--- config.mk ---
export PLATFORM = sky130hd
export DESIGN_NAME = fetch_stage
export DESIGN_NICKNAME = d
export VERILOG_FILES = /design/src/rtl/fetch_stage.sv
export SDC_FILE = /design/constraint.sdc
export NUM_CORES = 1
export LEC_CHECK = 0
export ABC_AREA = 0
export CAP_MARGIN = 10
export CORE_MARGIN = 10
export CORE_UTILIZATION = 40
export CTS_CLUSTER_SIZE = 8
export DETAILED_ROUTE_END_ITERATION = 8
export PLACE_DENSITY_LB_ADDON = 0.12
export RECOVER_POWER = 50
export SYNTH_ARGS = -nofsm -noshare
export SYNTH_HDL_FRONTEND = slang
export SYNTH_SLANG_ARGS = --single-unit
--- constraint.sdc ---
create_clock -name CLK -period 1.95 [get_ports CLK]
set_clock_uncertainty 0.1 [all_clocks]
set_input_delay 0.195 -clock CLK [delete_from_list [all_inputs] [get_ports CLK]]
set_output_delay 0.195 -clock CLK [all_outputs]
set_load 0.01 [all_outputs]
--- src/rtl/fetch_stage.sv ---
// Instruction-fetch stage: owns the PC, issues instruction-memory reads and
// fills the IF/ID latch. Handles hazard stalls, downstream redirects
// (branch/jal/jr) and a halt opcode that freezes fetch until reset or until
// a redirect squashes the path the halt was fetched on.
module fetch_stage #(
    parameter logic [31:0] PC_INIT     = 32'h0000_0000,
    parameter logic [5:0]  HALT_OPCODE = 6'h3F
) (
    input  logic        CLK,
    input  logic        nRST,

    // instruction memory
    input  logic        ihit,
    input  logic [31:0] iload,
    output logic        iREN,
    output logic [31:0] iaddr,

    // hazard / redirect control
    input  logic        stall,
    input  logic        redirect,
    input  logic [31:0] redirect_pc,

    // IF/ID latch
    output logic [31:0] if_id_imemload,
    output logic [31:0] if_id_pc,
    output logic [31:0] if_id_pc4,
    output logic        if_id_valid,

    // status
    output logic        halted,
    output logic [31:0] fetch_count
);

    typedef enum logic {
        RUN    = 1'b0,
        HALTED = 1'b1
    } state_t;

    typedef struct packed {
        logic [31:0] imemload;
        logic [31:0] pc;
        logic [31:0] pc4;
        logic        valid;
    } if_id_t;

    state_t      state_q, state_d;
    logic [31:0] pc_q, pc_d;
    if_id_t      if_id_q, if_id_d;
    logic [31:0] count_q, count_d;

    logic [31:0] pc_plus4;
    logic [31:0] redirect_aligned;
    logic        is_halt;
    if_id_t      fetched;

    // Datapath helpers shared by the next-state logic
    always_comb begin
        pc_plus4         = pc_q + 32'd4;
        redirect_aligned = redirect_pc & ~32'd3;
        is_halt          = (iload[31:26] == HALT_OPCODE);
        fetched.imemload = iload;
        fetched.pc       = pc_q;
        fetched.pc4      = pc_plus4;
        fetched.valid    = 1'b1;
    end

    // Next-state logic: redirect > stall > ihit > miss while running;
    // in HALTED only a redirect restarts fetch
    always_comb begin
        state_d = state_q;
        pc_d    = pc_q;
        if_id_d = if_id_q;
        count_d = count_q;

        unique case (state_q)
            RUN: begin
                if (redirect) begin
                    pc_d    = redirect_aligned;
                    if_id_d = '0;
                end else if (stall) begin
                    // hold everything; a concurrent hit is refetched later
                end else if (ihit) begin
                    if_id_d = fetched;
                    count_d = count_q + 32'd1;
                    if (is_halt) begin
                        state_d = HALTED;
                    end else begin
                        pc_d = pc_plus4;
                    end
                end else begin
                    if_id_d = '0;
                end
            end

            HALTED: begin
                if (redirect) begin
                    pc_d    = redirect_aligned;
                    if_id_d = '0;
                    state_d = RUN;
                end else if (!stall) begin
                    if_id_d = '0;
                end
            end

            default: begin
                state_d = RUN;
            end
        endcase
    end

    // State, PC, IF/ID latch and delivered-instruction counter
    always_ff @(posedge CLK or negedge nRST) begin
        if (!nRST) begin
            state_q <= RUN;
            pc_q    <= PC_INIT;
            if_id_q <= '0;
            count_q <= '0;
        end else begin
            state_q <= state_d;
            pc_q    <= pc_d;
            if_id_q <= if_id_d;
            count_q <= count_d;
        end
    end

    // Output mapping
    always_comb begin
        iREN           = (state_q == RUN);
        iaddr          = pc_q;
        halted         = (state_q == HALTED);
        if_id_imemload = if_id_q.imemload;
        if_id_pc       = if_id_q.pc;
        if_id_pc4      = if_id_q.pc4;
        if_id_valid    = if_id_q.valid;
        fetch_count    = count_q;
    end

endmodule

==> results.md <==
- Hold endpoint: iaddr[2]
- Ys async rst share: 100%
- Hold Startpoint: redirect_pc[2]
- Crit start category: flip-flop
- Die area: 23,600 um2
- Layout cells sized above 1: 19.8%
- Crit-path max FO: 3
- Routability cong.: 0.893
- FF-to-FF Start: iaddr[9]
- Crit end category: flip-flop
- Register area: 3930 um2
- R2r setup slk: -0.20 ns
- NumNets Final: 1,037
- Multi-input logic area: 3150 um2
- Iteration-0 DRC Markers: 395
- Residual DRC: 0
- CTS Sinks: 157
- Clk Latency, worst-skew pair: 0.42 ns
- Outcome: complete, but fails checks
- Clock share of power: 37.1%
- Power per cell area: 796 nW/um2
- Gr usage total: 19.5%
- Routed via count: 6,475
- Clk buf depth: 2
- Sequential area share after synthesis: 55.0%
- Crit-path max cell delay: 0.41 ns
- H-tree depth: 4
- Predominant post-synthesis flop cell: dfrtp_1
- Clock root cell: clkbuf_16
- Worst min path class: in2reg
- Synth Instances: 661
- Tmin final: 2.15 ns
- VDD IR max: 654 uV
- Failing checks: negative setup slack
- Antenna-violating nets left: 0
- Crit Reg-Reg Endpoint: iaddr[28]
- Combinational share of power: 21.3%
- Yosys Warn Count: 0
- Cells after DPL: 1,162
- Setup_tns: -0.632 ns
- Leak pwr: 5.05 nW
- # IOs: 232
- Clock transition at the registers of the reported paths: 0.06 ns
- CTS tree: yes
- Final period utilization: 110%
- Vias per inst: 5.38
- Largest net degree at the start of global routing: 58
- Initial antenna violation count: 0
- Commonest non-fill, non-tap cell in the layout: clkdlybuf4s50_1
- Critical path's slowest cell: dfrtp_1
- Critical path's top delay family: simple AND/OR/NAND/NOR gates
- Synth area leaders: dfrtp_1, a22o_1, xor2_1, nand2_1, xnor2_1
- Measured slew at the worst slew-check pin: 1.02 ns
- Quantity of I/O buffers inserted on ports: 227
- DRT Pass-1 Iters: 5
- Row count: 48
- Number of flops mapped to enable cells by yosys: 0
- Finished Layout Cells: 1,204
- Commonest cells after routing, fill and taps aside: clkdlybuf4s50_1, dfrtp_1, buf_4, nand2_1, a22o_1
- Final setup vio count: 7
- Final count of pins violating max slew: 0
- Switching Share: 27.5%
- Crit path cell chain: nand4_4 -> buf_6 -> nor4_4 -> nand4_1 -> mux2_4 -> a221o_1
- Setup Crit Path Kind: reg2reg
- Global-route wire length before repair: 37,400 um
- Switching power: 2.44 mW
- RSZ-0062 raised after global routing: yes
- Yosys top cell area share: 55.0%
- # Max-Cap Violations: 0
- Mapped Avg Cell Area: 10.8 um2
- Die Span Y: 154 um
- Hpwl dp: 17,400 um
- Largest area contributor in the netlist: dfrtp_1
- Vias in the first global route: 6,698
- Slew margin rel.: 31.8%
- Routed wire length: 24,000 um
- GRT overflow: 0
- Post-synth cell types: 61
- Bufs and invs on worst path: 1
- Post-Syn Area: 7150 um2
- Core area: 17,400 um2
- Setup WS post-layout: -0.201 ns
- Reg2Reg Depth: 6
- Internal Power: 6.43 mW
- Final hold vios: 0
- Sequential power share: 41.6%
- Area Overhead vs Synth: 55.9%
- Total CTS buffers: 17
- Worst hold path depth: 3
- Routed length per instance: 19.9 um
- Critical Path RT: 2.15 ns
- Flops & latches, synth: 157
- Critical path arrival: 2.35 ns
- Initial Util: 41.0%
- Max frequency: 0.465 GHz
- FILL cells: 1,411
- Die Wd: 154 um
- Critical Path Source: iaddr[9]
cells by family (layout without fill, tap and decap cells):
kind of cell             after synthesis  count (layout)  share of synthesized area (%)
adder cells (fa/ha/maj)                2               2                          0.350
AO/OA/AOI/OAI                        167             167                           16.8
multiplexers                           1               1                          0.158
other                                  1               3                         0.0525
AND/OR/NAND/NOR                      215             215                           15.8
buffers and inverters                 57             373                           4.38
XOR/XNOR                              61              61                           7.48
flip-flops                           157             157                           55.0
worst max-delay path by stage:
stage,end,cells past startpoint
4_1_cts,iaddr[28],6
3_3_place_gp,fetch_count[31],6
2_1_floorplan,iaddr[28],6
6_report,iaddr[28],6
5_1_grt,iaddr[28],6
3_5_place_dp,fetch_count[31],6
metal layers:
layer	up-vias	GRT usage, %	routed length (um)
met4	0	6.16	338
met2	212	31.6	11800
met3	22	6.33	1760
li1	2993	-	-
met1	3248	24.0	10100
met5	-	0	0
worst min-delay path, cell delays in order:
cell and delay [ns]:
clkdlybuf4s50_1 0.40, nand2_1 0.06, o21ai_0 0.08
area by class of cell:
type	instances	area share, %
Clock inverter	10	1.03
Timing Repair Buffer	339	28.6
Tap cell	225	2.53
Antenna cell	1	0.0225
Multi-Input combinational cell	448	28.3
Sequential cell	157	35.3
Inverter	3	0.101
Clock buffer	21	4.13
timing repair:
item                                    4_1_cts  5_1_grt
resized for setup                            19       51
pin swaps                                    14       21
endpoints found under the setup margin       30       41
hold buffers                                  1        0
hold endpoints to repair                     79        0
setup buffers                                 8        6
stage by stage:
step,utilization (%),cell area [um2],total power [mW],hold slack [ns],setup WS (ns)
floorplan,-,7200,4.48,-0.201,-0.195
global placement,59.1,10300,5.55,0.0310,-0.205
detailed placement,59.1,10300,5.58,0.0400,-0.285
CTS,63.1,11000,8.91,0.163,-0.150
global route,64.0,11100,9.25,0.262,-0.241
finish,64.0,11100,8.87,0.258,-0.201
Yosys cell counts (2+ instances only):
master and number:
a21o_1 2, a21oi_1 19, a221o_1 2, a22o_1 64
a22oi_1 5, a2bb2oi_1 3, a311oi_1 2, a31oi_1 4
and2_1 5, and3_1 18, and4_1 4, and4_2 2
buf_1 6, buf_2 3, buf_4 6, buf_6 5
clkbuf_1 29, clkbuf_8 3, dfrtp_1 157, ha_1 2
inv_1 3, nand2_1 77, nand2b_1 2, nand3_1 25
nand3b_1 3, nand4_1 17, nor2_1 31, nor2b_1 2
nor3_1 8, nor4_1 6, o21ai_0 40, o22a_1 3
o22ai_1 10, o2bb2a_1 4, o2bb2ai_1 2, or4_1 3
xnor2_1 27, xor2_1 34
flip-flops by register name (all words and copies together), names as in the netlist:
signal,cells
fetch_count,32
if_id_imemload,32
halted,1
if_id_pc,31
iaddr,30
if_id_pc4,30
if_id_valid,1
power by group through the flow:
stage	Combinational, mW	Sequential (mW)	Clock, mW
final	1.89	3.69	3.29
after global routing	2.04	3.72	3.49
after floorplan	0.624	3.86	0
after detailed placement	1.85	3.73	0
after global placement	1.82	3.73	0
after CTS	1.89	3.68	3.34
Note: power is estimated with default switching activity, not from simulation.
